`config.mk`:
```
export PLATFORM = sky130hd
export DESIGN_NAME = clock_stepper
export DESIGN_NICKNAME = d
export VERILOG_FILES = /design/src/rtl/clock_stepper.sv
export SDC_FILE = /design/constraint.sdc
export NUM_CORES = 1
export LEC_CHECK = 0
export CAP_MARGIN = 20
export CELL_PAD_IN_SITES_DETAIL_PLACEMENT = 1
export CELL_PAD_IN_SITES_GLOBAL_PLACEMENT = 2
export CORE_MARGIN = 2
export CORE_UTILIZATION = 34
export DETAILED_ROUTE_END_ITERATION = 8
export PLACE_DENSITY = 0.77
export SLEW_MARGIN = 15
export SYNTH_ARGS = -nofsm -noshare
export SYNTH_HDL_FRONTEND = slang
export SYNTH_SLANG_ARGS = --single-unit
```
`constraint.sdc`:
```
create_clock -name clk -period 2 [get_ports clk]
set_input_delay 0.3 -clock clk [delete_from_list [all_inputs] [get_ports clk]]
set_output_delay 0.3 -clock clk [all_outputs]
set_load 0.05 [all_outputs]
```
`src/rtl/clock_stepper.sv`:
```
// clock_stepper: debug clock source for the RISC-V lab core.
// Produces a flop-driven divided clock plus a one-cycle tick enable.
// It supports free-run, halt and single-step modes. The division tap
// is latched at every period start, so a switch never truncates a
// phase or produces a runt pulse.
//
// Ports:
//   clk    - system clock
//   rst    - asynchronous active-high reset
//   SW     - tap selector; entry SW of TAPS gives exponent k, half-period 2**k
//   mode   - 00 run, 01 halt, 10 single-step, 11 run
//   step   - asynchronous (debounced) step button
//   outclk - divided clock, driven directly from a flop
//   tick   - high during the first high cycle of every outclk period
//   busy   - high while a period is in progress (HIGH or LOW)
//   pcount - number of outclk periods started, wrapping
module clock_stepper #(
  parameter int                       CNT_W  = 32,
  parameter int                       SEL_W  = 2,
  parameter logic [8*(2**SEL_W)-1:0]  TAPS   = 32'h18_0F_07_00,
  parameter int                       PCNT_W = 16
) (
  input  logic              clk,
  input  logic              rst,
  input  logic [SEL_W-1:0]  SW,
  input  logic [1:0]        mode,
  input  logic              step,
  output logic              outclk,
  output logic              tick,
  output logic              busy,
  output logic [PCNT_W-1:0] pcount
);

  typedef enum logic [1:0] {
    IDLE = 2'd0,
    HIGH = 2'd1,
    LOW  = 2'd2
  } state_t;

  state_t            state;
  logic [CNT_W-1:0]  cnt;
  logic [SEL_W-1:0]  sel_q;
  logic              step_sync_p0;
  logic              step_sync_p1;
  logic              step_hist_p2;

  logic [7:0]        tap_k;
  logic [CNT_W-1:0]  last_cnt;
  logic              phase_end;
  logic              run_mode;
  logic              step_edge;

  // The tap in use belongs to the period, not to the live switch value.
  assign tap_k     = TAPS[{sel_q, 3'b000} +: 8];
  assign last_cnt  = (CNT_W'(1) << tap_k) - CNT_W'(1);
  assign phase_end = (cnt == last_cnt);
  // Mode 11 is not a separate mode; it behaves exactly like run.
  assign run_mode  = (mode == 2'b00) || (mode == 2'b11);
  // One-cycle pulse on a synchronised rising edge of the button. It is
  // only consumed in IDLE with step mode selected; otherwise it is lost.
  assign step_edge = step_sync_p1 & ~step_hist_p2;

  always_ff @(posedge clk or posedge rst) begin
    if (rst) begin
      state        <= IDLE;
      cnt          <= '0;
      sel_q        <= '0;
      outclk       <= 1'b0;
      tick         <= 1'b0;
      busy         <= 1'b0;
      pcount       <= '0;
      step_sync_p0 <= 1'b0;
      step_sync_p1 <= 1'b0;
      step_hist_p2 <= 1'b0;
    end else begin
      // step synchroniser -> history stage
      step_sync_p0 <= step;
      step_sync_p1 <= step_sync_p0;
      step_hist_p2 <= step_sync_p1;

      tick <= 1'b0;

      case (state)
        IDLE: begin
          cnt <= '0;
          if (run_mode || ((mode == 2'b10) && step_edge)) begin
            state  <= HIGH;
            sel_q  <= SW;
            outclk <= 1'b1;
            tick   <= 1'b1;
            busy   <= 1'b1;
            pcount <= pcount + PCNT_W'(1);
          end
        end

        HIGH: begin
          // The high phase always completes into LOW, whatever the mode.
          if (phase_end) begin
            state  <= LOW;
            cnt    <= '0;
            outclk <= 1'b0;
          end else begin
            cnt <= cnt + CNT_W'(1);
          end
        end

        LOW: begin
          if (phase_end) begin
            cnt <= '0;
            if (run_mode) begin
              // Back-to-back period: no idle gap cycle.
              state  <= HIGH;
              sel_q  <= SW;
              outclk <= 1'b1;
              tick   <= 1'b1;
              pcount <= pcount + PCNT_W'(1);
            end else begin
              state <= IDLE;
              busy  <= 1'b0;
            end
          end else begin
            cnt <= cnt + CNT_W'(1);
          end
        end

        default: begin
          state  <= IDLE;
          cnt    <= '0;
          outclk <= 1'b0;
          busy   <= 1'b0;
        end
      endcase
    end
  end

endmodule
```
==> qor.yml, run 1 <==
run_status:
  outcome: "complete, but fails checks"
  violations: "setup timing"
job:
  cap_violations: 0
drt:
  drc_errors: 0
  viasPerCell: 5.02
  vias: 2493
  drt-pass1-iter-count: 4
  wl_per_cell_um: 15.7
  drt_wl_total_mm: 7.81
  ant_nets: 0
  drt-initial-drc-count: 56
pwr:
  comb_power_share_pct: 45.2
  fin_total_pwr_mw: 4.59
  swShare_pct: 38.4
  p_sw_mw: 1.76
  vdd_drop_max_uv: 465
  powerDensity_nw_per_um2: 1090
  power_leakage_nw: 1.85
  p_clk_share_pct: 22.5
  p_int_mw: 2.82
  p_seq_share_pct: 32.3
logic_synthesis:
  syn_area_per_cell_um2: 10.1
  synth.distinct_cells: 40
  synth_most_common_cell: "dfrtp_1"
  synth-seq-cells: 58
  syn_area_um2: 3060
  synthTopCellsByArea: "dfrtp_1 48%, xnor2_1 11%, nor2_1 6.8%"
  synthFlopType: "dfrtp_1"
  ys_async_sr_fraction_pct: 100
  synth_fp_nets: 317
  seq_area_frac_synth_pct: 47.5
  synth-warning-count: 0
  synth_edf_count: 0
  synth_top_cells_by_count: "58 x dfrtp_1, 55 x nor2_1, 38 x xnor2_1"
  synthDominantCellAreaShare_pct: 47.5
  postSynthCellCount: 302
  yosysTopAreaCell: "dfrtp_1"
layout:
  fin_cells: 497
  antennaDiodeCount: 0
  seq_area_um2: 1450
  nets: 399
  multiInputGateArea_um2: 1640
  drive_above_1_share_pct: 28.0
  fillCellCount: 970
  syn2layout_area_growth_pct: 38.0
worst_setup_path:
  worstPathArrival_ps: 2570
  reg2reg_setup_slack_ps: -340
  cp-end-kind: "flip-flop"
  path_max_fanout: 5
  r2r_cells: 10
  critical_path.reg2reg.endpoint: "outclk"
  cp-startpoint: "sel_q[0]"
  cp.required_ps: 2220
  regToRegStartpoint: "sel_q[0]"
  setup.worst_path.end: "outclk"
  crit_path_start_kind: "flip-flop"
  crit_type: "flip-flop to flip-flop"
timing:
  hold_viol_final: 0
  finalSetupViolations: 55
  maxSlewViolCount: 0
  skew_ps: 10.2
  period_needed_ps: 2340
  max-slew-margin-rel_pct: 66.6
  period_share_pct: 117
  clock.fmax_mhz: 427
  fin_ws_ps: -344
  max_slew.worst_pin.slew_ps: 500
  finalSetupTns_ps: -14450
  rsz0062_at_grt: "true"
cts:
  cts_root_buf: "clkbuf_8"
  htree_levels: 3
  cts_tree: "done"
  hold_buffers: 0
  clk_path_buf_depth: 2
  numCtsBuffers: 9
  clock-sinks: 58
  clk_latency_ps: 330
  cts.clk_slew.worst_paths_ps: 70
placement:
  placed_cells: 470
  port_buffers: 25
  dp_hpwl_mm: 4.93
  place_congestion: 0.817
grt:
  grt_pass1_vias: 2554
  gr-usage-all-layers_pct: 15.7
  grt_pass1_wl_mm: 12.3
  overflow: 0
  antenna_found_initial: 0
  grt_max_degree: 59
floorplan:
  rows: 34
  core_um2: 8720
  dieArea_um2: 9760
  start_util_pct: 35.0
  io-pin-count: 26
  die_x_um: 98.8
  dieHeight_um: 98.8
min_path:
  hp-class: "input pin to async pin"
==> cell usage in the layout, fill, tap and decap left out, drive strengths merged, types with 12 or more instances in the layout <==
cell type and count:
dfrtp 58, nor2 55, buf 53, xnor2 38
clkdlybuf4s50 25, nand3 19, and3 16, nand2 15
nand4 14, clkbuf 13, inv 12
==> through the flow <==
stage	cell area, µm²	util (%)	setup slack [ps]	hold WS [ps]
after global placement	3790	43.5	-287	332
after CTS	4090	46.8	-297	361
after floorplan	3090	-	-148	331
after detailed placement	3790	43.5	-313	336
after global routing	4220	48.4	-451	360
final	4220	48.4	-344	352
==> flip-flops by register name, summed over array words and instances, names as in the netlist <==
register / flops
state: 2
pcount: 16
step_sync_p1: 1
sel_q: 2
busy: 1
outclk: 1
tick: 1
step_sync_p0: 1
step_hist_p2: 1
cnt: 32
==> logic make-up (layout without fill, tap and decap cells) <==
family,count (synthesis),after routing,share of synthesized area [%]
simple gates,149,149,26.5
flops,58,58,47.5
xor+xnor,48,48,13.8
buf+inv,20,107,2.91
compound gates,14,14,4.18
fa+ha+maj,8,8,3.28
mux,5,5,1.84
==> critical path, cell delays in order, from the launching register on <==
cell and delay [ps]:
dfrtp_2 450, nor2_4 130, inv_2 60, ha_4 260, xor2_1 140, nand4_1 170
a21oi_4 220, nand4_4 190, buf_6 190, a211o_1 260, a21o_1 160
==> power by group through the flow <==
| stage | clock [mW] | sequential, mW | combinational [mW] |
|---|---|---|---|
| floorplan | 0 | 1.76 | 0.788 |
| global placement | 0 | 1.48 | 1.64 |
| detailed placement | 0 | 1.49 | 1.66 |
| CTS | 1.07 | 1.47 | 1.78 |
| global route | 1.11 | 1.51 | 2.21 |
| finish | 1.03 | 1.48 | 2.07 |
==> layer usage <==
layer | track usage (%) | wire [µm] | vias to the layer above
li1 | - | - | 1194
met1 | 21.3 | 3580 | 1265
met2 | 25.3 | 3970 | 28
met3 | 3.40 | 189 | 6
met4 | 4.43 | 64 | 0
met5 | 0 | 0 | -
==> worst min-delay path by stage <==
stage                 startpoint  slack [ps]            to  cells past startpoint
floorplan           step_sync_p0         330  step_sync_p1                      0
global placement    step_sync_p0         330  step_sync_p1                      0
detailed placement  step_sync_p0         340  step_sync_p1                      0
CTS                          rst         360  step_sync_p0                      3
global route                 rst         360       cnt[27]                      3
finish                       rst         350       cnt[28]                      3
==> final cells by class <==
class / count / share of cell area [%]
inverters: 12 / 1.07
well taps: 108 / 3.20
multi-input cells: 224 / 39.0
clock inverters: 4 / 0.593
flip-flops and latches: 58 / 34.5
clock buffers: 12 / 3.92
repair buffers: 79 / 17.8
==> what timing repair did <==
item                       CTS  global route
setup endpoints to repair   54            55
buffers inserted             9             3
gates cloned                 0             1
pin swaps                    8            12
hold endpoints to repair     0             0
gates resized for setup      8            20
Note: power is estimated with default switching activity, not from simulation.
==> inputs of run 2 (changes only) <==
Settings changed: CORE_MARGIN 2 to not set, GPL_ROUTABILITY_DRIVEN set to 0, SETUP_SLACK_MARGIN set to 0.15.
==> run 2 against run 1 <==
Against the previous run:
- the run still ends with setup timing left
- routed wire length rose by 8.4%
- power is 5.8% higher
- worst hold slack worse by 130 ps
- critical endpoint unchanged
- clock-buffer cell count is 1 lower
- die area fell by 4.0%
==> qor.yml, run 2 (synthesis results as in run 1) <==
placement:
  dp_hpwl_mm: 5.38  # was 4.93 mm
  postPlaceCellArea_um2: 3850  # was 3790 µm²
  placed_cells: 477  # was 470
  post-place-ws_ps: -338  # was -313 ps
  port_buffers: 25  # unchanged
pwr:
  power_leakage_nw: 1.98  # was 1.85 nW
  vdd_drop_max_uv: 575  # was 465 µV
  powerDensity_nw_per_um2: 1080  # was 1090 nW/µm²
grt:
  overflow: 0  # unchanged
  gr-usage-all-layers_pct: 17.8  # was 15.7%
  grt_pass1_wl_mm: 13.4  # was 12.3 mm
  antenna_found_initial: 0  # unchanged
  grt_pass1_vias: 2815  # was 2,554
  grt_max_degree: 37  # was 59
cts:
  cts.clk_slew.worst_paths_ps: 70  # about the same
  numCtsBuffers: 9  # unchanged
  clock-sinks: 58  # unchanged
  htree_levels: 3  # unchanged
  clk_path_buf_depth: 2  # unchanged
  cts_tree: "done"  # unchanged
  cts_root_buf: "clkbuf_8"  # unchanged
  clk_latency_ps: 330  # about the same
worst_setup_path:
  worstPathArrival_ps: 2600  # was 2570 ps
  crit_path_start_kind: "flip-flop"  # unchanged
  cp-end-kind: "flip-flop"  # unchanged
  reg2reg_setup_slack_ps: -380  # was -340 ps
  critical_path.reg2reg.endpoint: "outclk"  # unchanged
  r2r_cells: 10  # unchanged
  cp.required_ps: 2230  # was 2220 ps
  regToRegStartpoint: "sel_q[0]"  # unchanged
  crit_type: "flip-flop to flip-flop"  # unchanged
  path_max_fanout: 4  # was 5
layout:
  largest_reg_flops: 32  # unchanged
  top_register: "cnt"  # unchanged
  fillCellCount: 955  # was 970
  final_cell_area_um2: 4480  # was 4220 µm²
  final_common_cell: "dfrtp_1"  # unchanged
  antennaDiodeCount: 0  # unchanged
  top_regs: "cnt x32, pcount x16"  # unchanged
  syn2layout_area_growth_pct: 46.6  # was 38.0%
  fin_cells: 506  # was 497
  drive_above_1_share_pct: 35.9  # was 28.0%
  layout_common_cells: "58 x dfrtp_1, 52 x buf_4, 38 x xnor2_1, 30 x nor2_4, 23 x nor2_1"  # was 56 x dfrtp_1, 53 x nor2_1, 42 x buf_4, 38 x xnor2_1, 25 x clkdlybuf4s50_1
  nets: 408  # was 399
floorplan:
  start_util_pct: 35.0  # unchanged
  io-pin-count: 26  # unchanged
  die_x_um: 96.8  # was 98.8 µm
  core_um2: 8720  # unchanged
  rows: 34  # unchanged
  dieHeight_um: 96.8  # was 98.8 µm
  dieArea_um2: 9370  # was 9760 µm²
timing:
  max-slew-margin-rel_pct: 66.0  # was 66.6%
  rsz0062_at_grt: "true"  # unchanged
  fin_ws_ps: -376  # was -344 ps
  hold_viol_final: 0  # unchanged
  finalSetupViolations: 55  # unchanged
  worst_hold_slack_ps: 223  # was 352 ps
  finalSetupTns_ps: -15490  # was -14,450 ps
  max_slew.worst_pin.slew_ps: 509  # was 500 ps
  period_needed_ps: 2380  # was 2340 ps
  period_share_pct: 119  # was 117%
  clock.fmax_mhz: 421  # was 427 MHz
  skew_ps: 10.4  # was 10.2 ps
  maxSlewViolCount: 0  # unchanged
drt:
  drc_errors: 0  # unchanged
  viasPerCell: 5.03  # was 5.02
  drt-pass1-iter-count: 4  # unchanged
  drt-initial-drc-count: 33  # was 56
  wl_per_cell_um: 16.7  # was 15.7 µm
  vias: 2544  # was 2,493
  drt_wl_total_mm: 8.46  # was 7.81 mm
  ant_nets: 0  # unchanged
job:
  cap_violations: 0  # unchanged
min_path:
  hp-class: "input pin to async pin"  # unchanged
run_status:
  violations: "setup timing"  # unchanged
  outcome: "complete, but fails checks"  # unchanged
[run 2: cell count changes in the layout (fill, tap and decap cells not counted), moves of 2 or more]
cell / before / now
dfrtp_2: 2 / 0
dlymetal6s2s_1: 0 / 4
buf_4: 42 / 52
dlygate4sd2_1: 0 / 12
clkdlybuf4s50_1: 25 / 9
nor2_4: 2 / 30
clkbuf_8: 12 / 10
buf_6: 7 / 4
dfrtp_1: 56 / 58
nor2_2: 0 / 2
nor2_1: 53 / 23
[run 2: worst max-delay path, stage by stage, from the launching register on]
cell,delay [ps]
dfrtp_1,410
nor2_2,170
inv_2,70
ha_4,270
xor2_1,160
nand4_1,170
a21oi_4,210
nand4_4,180
buf_12,200
a211o_1,270
a21o_1,170
[run 2: stage by stage]
stage	utilization [%]	power, mW
floorplan	-	2.56
global placement	44.1	3.13
detailed placement	44.1	3.18
CTS	47.1	4.26
global route	51.4	5.13
finish	51.4	4.85
[run 2: cell type report]
cell class                 count  area [µm²]  share of cell area (%)
sequential                    58        1450                    32.4
inverter                      12        45.0                    1.01
multi-input combinational    224        1850                    41.2
tap                          108         135                    3.02
clock buffer                  11         141                    3.16
timing repair buffer          88         831                    18.5
clock inverter                 5        30.0                   0.670
[run 2: timing repair]
action                                  4_1_cts  5_1_grt
pin swaps                                     8       38
endpoints found under the setup margin       67       59
resized for setup                            17       78
buffers inserted                              9        2
gates cloned                                  0        3
hold buffers                                  0        0
[run 2: worst max-delay path by stage]
stage	startpoint	end	slack, ps	depth (start not counted)
6_report	sel_q[0]	outclk	-380	10
5_1_grt	sel_q[0]	outclk	-510	10
4_1_cts	sel_q[1]	outclk	-300	10
3_5_place_dp	sel_q[0]	sel_q[1]	-340	9
3_3_place_gp	sel_q[0]	sel_q[1]	-320	9
2_1_floorplan	sel_q[0]	pcount[1]	-150	9
[run 2: power breakdown]
group | leakage, nW | internal, mW | switching [mW] | total [mW]
combinational | 1.12 | 1.03 | 1.39 | 2.42
sequential | 0.780 | 1.32 | 0.149 | 1.47
clock | 0.0851 | 0.477 | 0.484 | 0.961
total | 1.98 | 2.83 | 2.02 | 4.85
[run 2: layer usage]
metal  global-route usage, %  vias up  share of wire (%)
met5                       0        -                  0
met2                    30.6       26                 52
li1                        -     1208                  -
met1                    22.6     1297                 44
met3                    3.11       13                1.7
met4                    5.86        0                1.9
==> inputs of run 3 (changes only) <==
Settings changed: CORE_MARGIN set to 5.
==> run 3 against run 2 <==
Against the previous run:
- the run still ends with setup timing left
- sequential share of layout area is 2.1 points higher
- power shrank 1.1%
- register-to-register slack better by 90 ps
- non-clock buffer count fell by 12
- via count is 3.1% lower
- clock-buffer cell count shrank 1
- critical path depth shrank 1
- cell count down 2.4%
- critical path type unchanged
- critical endpoint is now pcount[1]
- highest routed layer unchanged
==> qor.yml, run 3 (synthesis results as in run 1) <==
floorplan:
  core_um2: 8720  # unchanged
  io-pin-count: 26  # unchanged
  start_util_pct: 35.0  # unchanged
  rows: 34  # unchanged
  dieHeight_um: 105  # was 96.8 µm
  dieArea_um2: 11000  # was 9370 µm²
  die_x_um: 105  # was 96.8 µm
worst_setup_path:
  r2r_cells: 9  # was 10
  path_depth: 9  # was 10
  crit_top_cell: "a21oi_4"
  path_max_fanout: 5  # was 4
  reg2reg_setup_slack_ps: -280  # was -380 ps
  crit_path_start_kind: "flip-flop"  # unchanged
  slowest_stage: "dfrtp_2"  # was dfrtp_1
  path_cells: "nor2_4 -> inv_2 -> ha_4 -> xor2_1 -> nand4_1 -> a21oi_4 -> nand4_4 -> a21oi_4 -> mux2_4"  # was nor2_2 -> inv_2 -> ha_4 -> xor2_1 -> nand4_1 -> a21oi_4 -> nand4_4 -> buf_12 -> a211o_1 -> a21o_1
  cp.required_ps: 2220  # was 2230 ps
  crit_type: "flip-flop to flip-flop"  # unchanged
  worstPathArrival_ps: 2500  # was 2600 ps
  critPathTopFamily: "simple AND/OR/NAND/NOR gates"  # was compound AO/OA/AOI/OAI gates
  cp_num_buf_inv: 1  # was 2
  cp-end-kind: "flip-flop"  # unchanged
  worst_path_largest_cell_delay_ps: 450  # was 410 ps
timing:
  hold_viol_final: 0  # unchanged
  rsz0062_at_grt: "true"  # unchanged
  period_share_pct: 114  # was 119%
  max-slew-margin-rel_pct: 64.6  # was 66.0%
  skew_ps: 11.0  # was 10.4 ps
  finalSetupViolations: 54  # was 55
  finalSetupTns_ps: -11430  # was -15,490 ps
  maxSlewViolCount: 0  # unchanged
  clock.fmax_mhz: 438  # was 421 MHz
  max_slew.worst_pin.slew_ps: 527  # was 509 ps
  period_needed_ps: 2280  # was 2380 ps
  worst_hold_slack_ps: 236  # was 223 ps
  fin_ws_ps: -285  # was -376 ps
min_path:
  hp-class: "input pin to async pin"  # unchanged
layout:
  utilization_pct: 48.4  # was 51.4%
  antennaDiodeCount: 0  # unchanged
  top_regs: "cnt x32, pcount x16"  # unchanged
  final_cell_area_um2: 4220  # was 4480 µm²
  nets: 396  # was 408
  layout_common_cells: "56 x dfrtp_1, 54 x nor2_1, 41 x buf_4, 37 x xnor2_1"  # was 58 x dfrtp_1, 52 x buf_4, 38 x xnor2_1, 30 x nor2_4, 23 x nor2_1
  fin_cells: 494  # was 506
  final_common_cell: "dfrtp_1"  # unchanged
  syn2layout_area_growth_pct: 38.0  # was 46.6%
  largest_reg_flops: 32  # unchanged
  drive_above_1_share_pct: 26.7  # was 35.9%
  top_register: "cnt"  # unchanged
grt:
  grt_pass1_wl_mm: 13.6  # was 13.4 mm
  overflow: 0  # unchanged
  grt_pass1_vias: 2771  # was 2,815
  gr-usage-all-layers_pct: 15.2  # was 17.8%
  antenna_found_initial: 0  # unchanged
  grt_max_degree: 46  # was 37
run_status:
  violations: "setup timing"  # unchanged
  outcome: "complete, but fails checks"  # unchanged
cts:
  cts_tree: "done"  # unchanged
  htree_levels: 3  # unchanged
  cts.clk_slew.worst_paths_ps: 70  # about the same
  clock-sinks: 58  # unchanged
  cts_root_buf: "clkbuf_8"  # unchanged
  numCtsBuffers: 9  # unchanged
  hold_buffers: 0  # unchanged
  clk_path_buf_depth: 2  # unchanged
  clk_latency_ps: 340  # was 330 ps
placement:
  post-place-ws_ps: -306  # was -338 ps
  postPlaceCellArea_um2: 3790  # was 3850 µm²
  placed_cells: 469  # was 477
  port_buffers: 25  # unchanged
  dp_hpwl_mm: 5.38  # about the same
drt:
  drt_wl_total_mm: 8.07  # was 8.46 mm
  drt-pass1-iter-count: 4  # unchanged
  viasPerCell: 4.99  # was 5.03
  vias: 2464  # was 2,544
  ant_nets: 0  # unchanged
  drt-initial-drc-count: 50  # was 33
  drc_errors: 0  # unchanged
  wl_per_cell_um: 16.3  # was 16.7 µm
job:
  cap_violations: 0  # unchanged
pwr:
  fin_total_pwr_mw: 4.80  # was 4.85 mW
  powerDensity_nw_per_um2: 1140  # was 1080 nW/µm²
  vdd_drop_max_uv: 469  # was 575 µV
  power_leakage_nw: 1.93  # was 1.98 nW
==> run 3: metal layers <==
| metal | up-vias | GRT usage (%) | part of all wire (%) |
|---|---|---|---|
| met5 | - | 0 | 0 |
| met4 | 0 | 4.66 | 1.5 |
| met3 | 11 | 3.76 | 2.9 |
| met2 | 24 | 25.8 | 51 |
| met1 | 1241 | 19.1 | 45 |
| li1 | 1188 | - | - |
==> run 3: final timing paths <==
check,to,startpoint
setup reg to reg,pcount[1],sel_q[1]
setup / recovery,pcount[1],sel_q[1]
max in group asynchronous,sel_q[0],rst
hold reg to reg,step_sync_p1,step_sync_p0
min in group clk,step_sync_p1,step_sync_p0
hold / removal,pcount[5],rst
==> run 3: worst register-to-register path, delay by kind of cell (launching register included) <==
| kind | cells | cell delay, ps |
|---|---|---|
| simple gates | 3 | 470 |
| compound gates | 2 | 460 |
| flops | 1 | 450 |
| mux | 1 | 320 |
| fa+ha+maj | 1 | 260 |
| xor+xnor | 1 | 150 |
| buf+inv | 1 | 50 |
==> run 3: area by class of cell <==
type / instances / area [µm²]
inverter: 12 / 45.0
clock buffer: 10 / 128
multi-input combinational: 224 / 1660
clock inverter: 6 / 105
sequential: 58 / 1450
fill: 970 / 4500
timing repair buffer: 76 / 696
tap: 108 / 135
==> run 3: where the power goes <==
group,internal (mW),switching (mW),leakage (nW)
clock,0.822,0.492,0.120
sequential,1.32,0.165,0.778
combinational,0.895,1.10,1.04
total,3.04,1.76,1.93
==> run 3: repair_timing <==
item,in CTS,in global routing
resized for setup,23,22
pin swaps,5,10
setup buffers,6,2
gates cloned,1,0
setup endpoints to repair,71,56
